[src/rtl/wb_commit_arbiter.sv]
// Register-file write-port arbiter: merges MEM/WB results with buffered load responses.
// Optional macro WB_BYPASS_EN lets a response commit directly when the FIFO is empty.
module wb_commit_arbiter #(
    parameter int DEPTH      = 2,
    parameter int STARVE_MAX = 4
) (
    input  logic                       clk_i,
    input  logic                       rst_ni,
    input  logic                       pipe_wren_i,
    input  logic [4:0]                 pipe_rd_addr_i,
    input  logic [31:0]                pipe_rd_data_i,
    input  logic                       ld_issue_i,
    input  logic [4:0]                 ld_issue_rd_i,
    input  logic                       ld_rsp_valid_i,
    output logic                       ld_rsp_ready_o,
    input  logic [4:0]                 ld_rsp_rd_i,
    input  logic [31:0]                ld_rsp_data_i,
    output logic                       rd_wren_o,
    output logic [4:0]                 rd_addr_o,
    output logic [31:0]                rd_data_o,
    output logic [31:0]                pending_o,
    output logic                       stall_req_o,
    output logic [$clog2(DEPTH+1)-1:0] buf_count_o
);
    localparam int PW = (DEPTH > 1) ? $clog2(DEPTH) : 1;
    localparam int CW = $clog2(DEPTH + 1);
    localparam int SW = $clog2(STARVE_MAX + 1);
    localparam logic [CW-1:0] DEPTH_C  = CW'(DEPTH);
    localparam logic [SW-1:0] STARVE_C = SW'(STARVE_MAX);

    logic [4:0]    fifo_rd_q   [DEPTH];
    logic [31:0]   fifo_data_q [DEPTH];
    logic [PW-1:0] wr_ptr_q, wr_ptr_d, rd_ptr_q, rd_ptr_d;
    logic [CW-1:0] count_q, count_d;
    logic [SW-1:0] starve_q, starve_d;
    logic          stall_q, stall_d;
    logic          rd_wren_q, rd_wren_d;
    logic [4:0]    rd_addr_q, rd_addr_d;
    logic [31:0]   rd_data_q, rd_data_d;
    logic [31:0]   pending_q, pending_d;

    logic          pipe_hit, fifo_empty, rsp_live, push, pop, bypass;
    logic          commit_ld;
    logic [4:0]    commit_rd, head_rd;
    logic [31:0]   head_data, set_vec, clr_vec;

    assign head_rd    = fifo_rd_q[rd_ptr_q];
    assign head_data  = fifo_data_q[rd_ptr_q];
    assign fifo_empty = (count_q == '0);
    // Ready depends only on the registered count, so a full FIFO stays not-ready even while popping.
    assign ld_rsp_ready_o = (count_q < DEPTH_C);
    assign pipe_hit   = pipe_wren_i && (pipe_rd_addr_i != 5'd0);
    assign rsp_live   = ld_rsp_valid_i && ld_rsp_ready_o && (ld_rsp_rd_i != 5'd0);
    assign pop        = !pipe_hit && !fifo_empty;
`ifdef WB_BYPASS_EN
    assign bypass     = !pipe_hit && fifo_empty && rsp_live;
`else
    assign bypass     = 1'b0;
`endif
    assign push       = rsp_live && !bypass;

    always_comb begin
        rd_wren_d = 1'b0;
        rd_addr_d = rd_addr_q;
        rd_data_d = rd_data_q;
        commit_ld = 1'b0;
        commit_rd = head_rd;
        if (pipe_hit) begin
            rd_wren_d = 1'b1;
            rd_addr_d = pipe_rd_addr_i;
            rd_data_d = pipe_rd_data_i;
        end else if (!fifo_empty) begin
            rd_wren_d = 1'b1;
            rd_addr_d = head_rd;
            rd_data_d = head_data;
            commit_ld = 1'b1;
        end else if (bypass) begin
            rd_wren_d = 1'b1;
            rd_addr_d = ld_rsp_rd_i;
            rd_data_d = ld_rsp_data_i;
            commit_ld = 1'b1;
            commit_rd = ld_rsp_rd_i;
        end
    end

    always_comb begin
        wr_ptr_d = push ? wr_ptr_q + PW'(1) : wr_ptr_q;
        rd_ptr_d = pop ? rd_ptr_q + PW'(1) : rd_ptr_q;
        unique case ({push, pop})
            2'b10:   count_d = count_q + CW'(1);
            2'b01:   count_d = count_q - CW'(1);
            default: count_d = count_q;
        endcase
    end

    always_comb begin
        starve_d = starve_q;
        stall_d  = stall_q;
        if (pop) begin
            starve_d = '0;
            stall_d  = 1'b0;
        end else begin
            // Bubble is requested one edge after the counter has reached its limit.
            if (starve_q >= STARVE_C) stall_d = 1'b1;
            if (fifo_empty) starve_d = '0;
            else if (pipe_hit && starve_q != STARVE_C) starve_d = starve_q + SW'(1);
        end
    end

    assign set_vec = (ld_issue_i && ld_issue_rd_i != 5'd0) ? (32'd1 << ld_issue_rd_i) : 32'd0;
    assign clr_vec = commit_ld ? (32'd1 << commit_rd) : 32'd0;

    // A new issue to the same register outranks the commit of the older load.
    genvar gi;
    generate
        for (gi = 0; gi < 32; gi++) begin : g_pend
            if (gi == 0) begin : g_zero
                assign pending_d[gi] = 1'b0;
            end else begin : g_bit
                assign pending_d[gi] = set_vec[gi] | (pending_q[gi] & ~clr_vec[gi]);
            end
        end
    endgenerate

    always_ff @(posedge clk_i) begin
        if (push) begin
            fifo_rd_q[wr_ptr_q]   <= ld_rsp_rd_i;
            fifo_data_q[wr_ptr_q] <= ld_rsp_data_i;
        end
    end

    always_ff @(posedge clk_i or negedge rst_ni) begin
        if (!rst_ni) begin
            wr_ptr_q  <= '0;
            rd_ptr_q  <= '0;
            count_q   <= '0;
            starve_q  <= '0;
            stall_q   <= 1'b0;
            rd_wren_q <= 1'b0;
            rd_addr_q <= 5'd0;
            rd_data_q <= 32'd0;
            pending_q <= 32'd0;
        end else begin
            wr_ptr_q  <= wr_ptr_d;
            rd_ptr_q  <= rd_ptr_d;
            count_q   <= count_d;
            starve_q  <= starve_d;
            stall_q   <= stall_d;
            rd_wren_q <= rd_wren_d;
            rd_addr_q <= rd_addr_d;
            rd_data_q <= rd_data_d;
            pending_q <= pending_d;
        end
    end

    assign rd_wren_o   = rd_wren_q;
    assign rd_addr_o   = rd_addr_q;
    assign rd_data_o   = rd_data_q;
    assign pending_o   = pending_q;
    assign stall_req_o = stall_q;
    assign buf_count_o = count_q;
endmodule
[config.mk]
export PLATFORM = sky130hd
export DESIGN_NAME = wb_commit_arbiter
export DESIGN_NICKNAME = d
export VERILOG_FILES = /design/src/rtl/wb_commit_arbiter.sv
export SDC_FILE = /design/constraint.sdc
export NUM_CORES = 1
export LEC_CHECK = 0
export CAP_MARGIN = 20
export CORE_MARGIN = 5
export CORE_UTILIZATION = 32
export CTS_CLUSTER_SIZE = 16
export DETAILED_ROUTE_END_ITERATION = 8
export GPL_TIMING_DRIVEN = 0
export SLEW_MARGIN = 20
export SYNTH_ARGS = -nofsm -noshare
export SYNTH_HDL_FRONTEND = slang
export SYNTH_SLANG_ARGS = --single-unit
[constraint.sdc]
create_clock -name clk_i -period 4.9 [get_ports clk_i]
set_input_delay 0.98 -clock clk_i [delete_from_list [all_inputs] [get_ports clk_i]]
set_output_delay 0.98 -clock clk_i [all_outputs]
set_load 0.02 [all_outputs]
==> results of run 1 <==
-- sequential cells by signal, indices dropped and copies added, names as in the netlist, 2 cells and up --
name and count:
fifo_data_q 64, buf_count_o 2, pending_o 31, starve_q 3, rd_data_o 32, rd_addr_o 5
fifo_rd_q 10
-- layer usage --
layer | wire, um | up-vias
met1 | 6984 | 2272
met5 | 0 | -
li1 | - | 2231
met2 | 8802 | 161
met4 | 182 | 0
met3 | 1312 | 17
-- cells by family after synthesis --
kind of cell               count (synthesis)
other                                      1
xor gates and xnor gates                   6
AOI/OAI and AO/OA                        137
muxes                                     40
DFF                                      151
and+or+nand+nor                          141
adders and majority gates                  3
buffers and inverters                     32
-- power breakdown --
| group | internal [mW] | total [mW] | leakage, nW | switching [mW] |
|---|---|---|---|---|
| Sequential | 1.71 | 1.93 | 1.61 | 0.217 |
| Combinational | 0.875 | 2.02 | 1.46 | 1.14 |
| Clock | 0.822 | 1.35 | 0.295 | 0.528 |
-- final cells by class --
type	count	share of cell area (%)
Multi-Input combinational cell	328	22.02
Timing Repair Buffer	159	18.39
Sequential cell	151	47.12
Inverter	4	0.1705
Clock inverter	13	1.947
Tap cell	265	3.765
Buffer	28	1.563
Clock buffer	19	5.030
-- per-stage QoR --
step / util, % / std cells / setup slack [ns]
after floorplan: - / 511 / 1.654
after global placement: 41.99 / 932 / 0.06227
after detailed placement: 42.37 / 935 / 1.578
after CTS: 45.54 / 967 / 2.010
after global routing: 45.54 / 967 / 1.934
final: 45.54 / 967 / 2.025
-- critical path: stages --
cell and delay (ns):
clkdlybuf4s50_1 0.45, or4_1 0.53, o21a_1 0.24, buf_6 0.18, nor2_1 0.23, ha_1 0.31, nor2_1 0.15, xnor2_1 0.13
-- synthesized netlist by cell type, types with 2 or more instances --
master	number	area, sq um
nor2_1	52	195.2
o41ai_1	16	140.1
and3b_1	3	26.28
o21ai_0	60	300.3
nor2b_1	2	12.51
mux2_2	3	33.78
edfxtp_1	74	2222
buf_2	5	25.02
ha_1	3	37.54
nor3_1	2	10.01
dfrtp_1	77	1927
inv_1	4	15.01
nand4_1	5	31.28
nand2b_1	6	37.54
nor3b_1	3	22.52
mux2i_1	37	370.4
buf_6	3	33.78
o31ai_1	22	165.2
nand2_1	58	217.7
or4_1	3	22.52
xnor2_1	5	43.79
clkbuf_1	19	71.32
a21oi_1	36	180.2
or2_2	3	18.77
-- how the worst max path moves through the flow --
stage	slack, ns	to	cells after the start
after detailed placement	1.58	buf_count_o[1]	8
after global routing	1.93	buf_count_o[1]	8
after CTS	2.01	buf_count_o[1]	8
after global placement	0.06	fifo_data_q[0][13]	4
final	2.02	buf_count_o[1]	8
after floorplan	1.65	fifo_data_q[0][0]	3
==> summary.txt, run 1 <==
Hold path
  • Hold EP: stall_req_o
  • HP Start: stall_req_o
  • HP Class: reg -> reg
  • Hold-critical path depth: 2

Clock tree
  • CTS buffer count: 17
  • TritonCTS clock tree: built
  • CTS clk-pin slew, worst paths: 0.06 ns
  • Post-CTS resize count: 0
  • Post-CTS Setup Bufs: 0
  • H-tree depth reported by CTS: 4
  • Hold-fix buffers, CTS: 0
  • # clock sinks: 151
  • Clock Tree Root: clkbuf_16
  • Worst-Skew Late Latency: 0.42 ns
  • Max clock buf depth: 2

Place
  • Detailed placement HPWL: 12.95 mm
  • PortBufs: 156
  • Placement Cell Area: 8192 sq um
  • Global placer's final weighted congestion: 0.8074

GRT
  • Initial antenna violation count: 0
  • Largest net degree at the start of global routing: 49
  • Met1 usage: 18.27%
  • Met3 usage: 5.148%
  • Gr busiest metal: met2
  • Gr ovfl total: 0
  • Grt met2 use: 27.10%
  • First-pass GRT wire length: 26.88 mm
  • Total GRT Usage: 15.58%
  • Vias in the first global route: 5041

Critical path
  • Reg-to-reg critical path startpoint: rd_ptr_q
  • R2R cell count: 6
  • Crit end category: register
  • CP Max Fanout: 10
  • CP Launch Point: pipe_rd_addr_i[2]
  • Crit path launch type: primary input
  • Crit path DAT: 3.21 ns
  • Crit Path Class: in -> reg
  • Required @ worst endpoint: 5.23 ns
  • Reg2Reg Capture Point: pending_o[12]
  • FF-to-FF setup slack: 2.86 ns

Floorplan
  • IO Pins: 158
  • Die Span Y: 149.5 um
  • Chip Width: 149.5 um
  • Std cell rows: 51
  • Die area: 22350 sq um
  • Initial Util: 32.20%
  • Core Area: 19330 sq um

Synth
  • Post-synth EDFFs: 74
  • Synth Area in Adders: 0.6029%
  • Total of warnings raised by yosys: 0
  • Seq/Total Area, Yosys: 66.64%
  • Post-synthesis sequential element count: 151
  • Largest family of logic cells by synthesized area: compound AO/OA/AOI/OAI gates
  • Post-Synth XOR/XNOR Area: 0.8441%
  • Unique cell type count in the Yosys netlist: 34
  • Mux share of post-synthesis cell area: 6.491%
  • Post-synth ARST share: 50.99%
  • Simple-gate portion of the synthesized area: 9.968%
  • Syn_area_per_cell: 12.18 sq um
  • Net count after synthesis: 598
  • Main flop type after synthesis: dfrtp_1
  • Synth Area in Compound Gates: 12.94%
  • Synth Cell Area: 6226 sq um
  • Cells after Synth: 511

Detailed routing
  • DR vias: 4681
  • Wire per inst: 17.87 um
  • First drt pass iteration count: 5
  • # DRC: 0
  • Routed Wire Length: 17.28 mm
  • Starting DRT DRC Count: 187
  • Average vias per placed instance: 4.841
  • Antenna viol nets, final: 0

Timing
  • Max-slew violation count: 0
  • Worst-Margin Slew: 0.7007 ns
  • Rel. slew slack: 52.79%
  • Final setup viols: 0
  • Final period util: 58.68%
  • Final hold vios: 0
  • Fmax: 347.8 MHz
  • Setup TNS: 0 ns
  • Minimum clock period: 2.875 ns
  • Clock skew: 0.01182 ns
  • RSZ-0062 raised after global routing: false
  • Post-Route Hold Slack: 0.5045 ns

Final layout
  • # nets final: 776
  • Layout cell share with drive strength beyond 1: 7.407%
  • Sequential cell area: 4149 sq um
  • Most common cell after layout, fill and taps aside: clkdlybuf4s50_1
  • Multi-input logic area: 1939 sq um
  • Layout area overhead: 41.44%
  • Fill count: 1818
  • Fin area: 8806 sq um
  • N_diodes: 0
  • Commonest cells after routing, fill and taps aside: clkdlybuf4s50_1, dfrtp_1, edfxtp_1

Power
  • Total Power: 5.297 mW
  • VDD IR max: 0.0002619 V
  • Pwr Density: 601.5 nW/um^2
  • Leakage: 3.362 nW

Run status
  • Outcome: finished clean

Flow run
  • MaxCap Viol Count: 0
(Power assumes the default switching activity.)
==> inputs of run 2 (changes only) <==
==> constraint.sdc (replaced) <==
create_clock -name clk_i -period 2.38 [get_ports clk_i]
set_input_delay 0.476 -clock clk_i [delete_from_list [all_inputs] [get_ports clk_i]]
set_output_delay 0.476 -clock clk_i [all_outputs]
set_load 0.02 [all_outputs]
==> summary.txt, run 2 (synthesis gave the netlist of run 1 again) <==
Floorplan
  • Chip Width: 149.5 um
  • Std cell rows: 51
  • Die area: 22350 sq um
  • Die Span Y: 149.5 um
  • Initial Util: 32.20%
  • IO Pins: 158
  • Core Area: 19330 sq um

Detailed routing
  • Starting DRT DRC Count: 176
  • First drt pass iteration count: 5
  • Antenna viol nets, final: 0
  • Average vias per placed instance: 4.833
  • Wire per inst: 17.85 um
  • Routed Wire Length: 17.28 mm
  • # DRC: 0
  • DR vias: 4678

GRT
  • Initial antenna violation count: 0
  • Gr ovfl total: 0
  • Vias in the first global route: 5041
  • Largest net degree at the start of global routing: 49
  • Total GRT Usage: 15.58%
  • First-pass GRT wire length: 26.88 mm

Clock tree
  • CTS buffer count: 17
  • H-tree depth reported by CTS: 4
  • TritonCTS clock tree: built
  • Worst-Skew Late Latency: 0.42 ns
  • Hold-fix buffers, CTS: 0
  • CTS clk-pin slew, worst paths: 0.06 ns
  • Max clock buf depth: 2
  • Clock Tree Root: clkbuf_16
  • # clock sinks: 151

Place
  • Detailed placement HPWL: 12.95 mm
  • Global placer's final weighted congestion: 0.8074
  • PortBufs: 156

Final layout
  • Layout cell share with drive strength beyond 1: 7.681%
  • Commonest cells after routing, fill and taps aside: clkdlybuf4s50_1, dfrtp_1, edfxtp_1
  • Most common cell after layout, fill and taps aside: clkdlybuf4s50_1
  • Most flops, register: fifo_data_q
  • Max reg flops: 64
  • Layout area overhead: 41.60%
  • # nets final: 777
  • N_diodes: 0

Critical path
  • Reg-to-reg critical path startpoint: rd_ptr_q
  • CP Max Fanout: 10
  • R2R cell count: 6
  • Crit end category: register
  • FF-to-FF setup slack: 0.34 ns
  • Reg2Reg Capture Point: pending_o[12]
  • Crit path DAT: 2.57 ns
  • Required @ worst endpoint: 2.66 ns
  • Crit Path Class: in -> reg
  • Crit path launch type: primary input

Timing
  • Clock skew: 0.01216 ns
  • Rel. slew slack: 51.36%
  • Max-slew violation count: 0
  • Fmax: 436.0 MHz
  • Final period util: 96.37%
  • Worst-Margin Slew: 0.7270 ns
  • Final setup viols: 0
  • RSZ-0062 raised after global routing: false
  • Final hold vios: 0
  • Minimum clock period: 2.294 ns
  • Setup TNS: 0 ns

Power
  • VDD IR max: 0.0005408 V
  • Pwr Density: 1238 nW/um^2
  • Leakage: 3.367 nW
  • Total Power: 10.92 mW

Run status
  • Outcome: finished clean

Flow run
  • MaxCap Viol Count: 0

Hold path
  • HP Class: in -> async
[run 2: what timing repair did]
| action | CTS | global route |
|---|---|---|
| setup endpoints to repair | 1 | 12 |
| buffers inserted | 0 | 1 |
| gates resized for setup | 1 | 0 |
| pin swaps | 0 | 1 |
[run 2: how the worst max path moves through the flow]
stage	start	to	slack (ns)	cells after the start
after global routing	pipe_rd_addr_i[2]	pending_o[16]	0.00008	7
after CTS	ld_rsp_rd_i[0]	fifo_data_q[1][30]	0.03	5
after floorplan	buf_count_o[1]	fifo_data_q[0][0]	-0.54	3
after global placement	rst_ni	rd_data_o[23]	-1.95	1
after detailed placement	pipe_rd_addr_i[2]	buf_count_o[1]	-0.44	8
final	pipe_rd_addr_i[2]	pending_o[19]	0.09	7
[run 2: area by class of cell]
class	count	area, sq um
plain buffers	28	137.6
clock buffers	19	442.9
clock inverters	13	171.4
fillers	1815	10520
inverters	4	15.01
multi-input cells	328	1942
flip-flops and latches	151	4149
well taps	265	331.6
repair buffers	160	1627
[run 2: report_power, final]
part	switching (mW)	internal, mW	total [mW]
Combinational	2.35	1.81	4.16
Sequential	0.445	3.53	3.97
Clock	1.09	1.69	2.78
[run 2: critical path: stages]
cell and delay [ns]:
clkdlybuf4s50_1 0.45, or4_1 0.53, o21a_1 0.24, buf_6 0.18
buf_6 0.14, o41ai_1 0.38, o21ai_0 0.17
[run 2: routing by layer]
metal / wire length (um) / track usage (%) / up-vias
met5: 0 / 0 / -
met4: 182 / 4.897 / 0
li1: - / - / 2235
met3: 1307 / 5.148 / 17
met1: 6970 / 18.27 / 2270
met2: 8815 / 27.10 / 156
[run 2: through the flow]
step	utilization [%]	area (sq um)	setup WS, ns	instances	hold slack, ns
floorplan	-	6226	-0.5423	511	0.1804
global placement	41.99	8119	-1.954	932	0.4836
detailed placement	42.37	8192	-0.4378	935	0.4971
CTS	45.56	8808	0.03099	967	0.08741
global route	45.60	8816	0.00008105	968	0.1275
finish	45.60	8816	0.08637	968	0.07757
==> inputs of run 3 (changes only) <==
--- a/config.mk
+++ b/config.mk
@@ -6,8 +6,8 @@
 export NUM_CORES = 1
 export LEC_CHECK = 0
 export CAP_MARGIN = 20
-export CORE_MARGIN = 5
 export CORE_UTILIZATION = 32
+export CTS_CLUSTER_DIAMETER = 40
 export CTS_CLUSTER_SIZE = 16
 export DETAILED_ROUTE_END_ITERATION = 8
 export GPL_TIMING_DRIVEN = 0
==> summary.txt, run 3 (synthesis gave the netlist of run 1 again) <==
Place
  • Global placer's final weighted congestion: 0.8526
  • Detailed placement HPWL: 12.22 mm
  • PortBufs: 156

Timing
  • Worst-Margin Slew: 0.7680 ns
  • Rel. slew slack: 48.61%
  • Minimum clock period: 2.229 ns
  • Setup TNS: 0 ns
  • Final hold vios: 0
  • Fmax: 448.6 MHz
  • Clock skew: 0.009779 ns
  • Final period util: 93.66%
  • Post-Route Hold Slack: 0.04209 ns
  • RSZ-0062 raised after global routing: false
  • Max-slew violation count: 0
  • Final setup viols: 0

Critical path
  • Crit Path Class: in -> reg
  • FF-to-FF setup slack: 0.30 ns
  • Reg2Reg Capture Point: rd_data_o[25]
  • CP Cell Sequence: clkdlybuf4s50_1 > or4_1 > o21a_1 > buf_6 > buf_6 > o41ai_1 > o21ai_0
  • R2R cell count: 5
  • Crit path DAT: 2.50 ns
  • CP Buf/Inv Count: 3
  • CP Max Fanout: 10
  • Most numerous cell on the critical path: buf_6
  • Slowest cell on the critical path: or4_1
  • Required @ worst endpoint: 2.65 ns
  • Crit path largest cell delay: 0.51 ns
  • Crit end category: register
  • Reg-to-reg critical path startpoint: buf_count_o[0]
  • Family with the most delay on the worst path: compound AO/OA/AOI/OAI gates
  • Crit path launch type: primary input
  • CP Depth: 7

Power
  • Comb power frac: 39.5%
  • Clock power share: 22.9%
  • VDD IR max: 0.0006532 V
  • Leakage: 3.314 nW
  • Switch share: 36.50%
  • Pwr Density: 1209 nW/um^2
  • Psw: 3.850 mW
  • P_int: 6.697 mW
  • Sequential power share: 37.5%

Floorplan
  • Chip Width: 141.5 um
  • Core Area: 18890 sq um
  • Initial Util: 32.95%
  • IO Pins: 158
  • Std cell rows: 50
  • Die Span Y: 141.5 um
  • Die area: 20020 sq um

Detailed routing
  • # DRC: 0
  • Average vias per placed instance: 4.914
  • Starting DRT DRC Count: 257
  • Antenna viol nets, final: 0
  • Wire per inst: 17.25 um
  • Routed Wire Length: 16.61 mm
  • DR vias: 4732
  • First drt pass iteration count: 4

Clock tree
  • TritonCTS clock tree: built
  • Worst-Skew Late Latency: 0.42 ns
  • Max clock buf depth: 2
  • CTS clk-pin slew, worst paths: 0.06 ns
  • # clock sinks: 151
  • Hold-fix buffers, CTS: 0
  • Clock Tree Root: clkbuf_16
  • CTS buffer count: 17
  • H-tree depth reported by CTS: 4

Final layout
  • Multi-input logic area: 1942 sq um
  • Most common cell after layout, fill and taps aside: clkdlybuf4s50_1
  • Layout cell share with drive strength beyond 1: 7.397%
  • N_diodes: 0
  • Max reg flops: 64
  • Fill count: 1765
  • Layout area overhead: 40.11%
  • Most flops, register: fifo_data_q
  • Commonest cells after routing, fill and taps aside: clkdlybuf4s50_1, dfrtp_1, edfxtp_1
  • Sequential cell area: 4149 sq um
  • # nets final: 777

GRT
  • Initial antenna violation count: 0
  • Vias in the first global route: 4973
  • Largest net degree at the start of global routing: 41
  • First-pass GRT wire length: 26.57 mm
  • Total GRT Usage: 17.54%
  • Gr ovfl total: 0

Run status
  • Outcome: finished clean

Flow run
  • MaxCap Viol Count: 0

Hold path
  • HP Class: in -> async
==> run 3: changes by cell type in the layout (fill, tap and decap cells not counted), sizes merged <==
| cell | before | now |
|---|---|---|
| clkbuf | 38 | 40 |
| bufinv | 3 | 0 |
| clkinv | 5 | 3 |
| clkinvlp | 2 | 6 |
| inv | 7 | 6 |
==> run 3: per-stage QoR <==
step,std cells,util (%),total power [mW],setup WS [ns],area [sq um]
floorplan,511,-,6.241,-0.5423,6226
global placement,927,42.94,8.045,-2.035,8113
detailed placement,930,43.32,8.192,-0.4581,8185
CTS,963,46.16,10.63,0.08835,8721
global route,963,46.17,11.15,0.005163,8723
finish,963,46.17,10.55,0.1509,8723
==> run 3: timing repair <==
action,in CTS,in global routing
hold endpoints to repair,0,0
setup endpoints to repair,40,1
setup buffers,1,0
pin swaps,1,0
gates cloned,0,0
resized for setup,0,1
==> run 3: how the worst max path moves through the flow <==
stage | from | to | slack [ns]
global placement | rst_ni | rd_data_o[23] | -2.03
global route | pipe_rd_addr_i[4] | pending_o[17] | 0.005
floorplan | buf_count_o[1] | fifo_data_q[0][0] | -0.54
finish | pipe_rd_addr_i[4] | pending_o[17] | 0.15
detailed placement | ld_rsp_rd_i[0] | fifo_data_q[0][11] | -0.46
CTS | pipe_rd_addr_i[2] | buf_count_o[1] | 0.09
==> run 3: worst register-to-register path: cells and delay by family, from the launching register on <==
family | cells | cell delay [ns]
flip-flops | 1 | 0.45
AND/OR/NAND/NOR | 2 | 0.73
AO/OA/AOI/OAI | 2 | 0.25
buffers and inverters | 1 | 0.52
==> run 3: layer usage <==
layer	vias to the layer above	share of wire, %	wire length, um	track usage (%)
li1	2229	-	-	-
met1	2287	41	6862	20.87
met2	202	48	7996	29.13
met3	14	9.2	1526	6.480
met4	0	1.4	225	6.282
met5	-	0	0	0
==> run 3: cell type report <==
cell class                      count  area share, %
Multi-Input combinational cell    328          22.26
Clock inverter                     11         0.8893
Timing Repair Buffer              160          18.65
Buffer                             28          1.578
Inverter                            4         0.1721
Clock buffer                       21          5.164
Tap cell                          260          3.729
Sequential cell                   151          47.56
==> run 3: power by group through the flow <==
| stage | Sequential, mW | Clock, mW | Combinational, mW |
|---|---|---|---|
| 4_1_cts | 3.96 | 2.46 | 4.21 |
| 3_3_place_gp | 3.99 | 0 | 4.05 |
| 6_report | 3.96 | 2.42 | 4.17 |
| 3_5_place_dp | 4.00 | 0 | 4.19 |
| 2_1_floorplan | 4.52 | 0 | 1.72 |
| 5_1_grt | 4.05 | 2.57 | 4.54 |
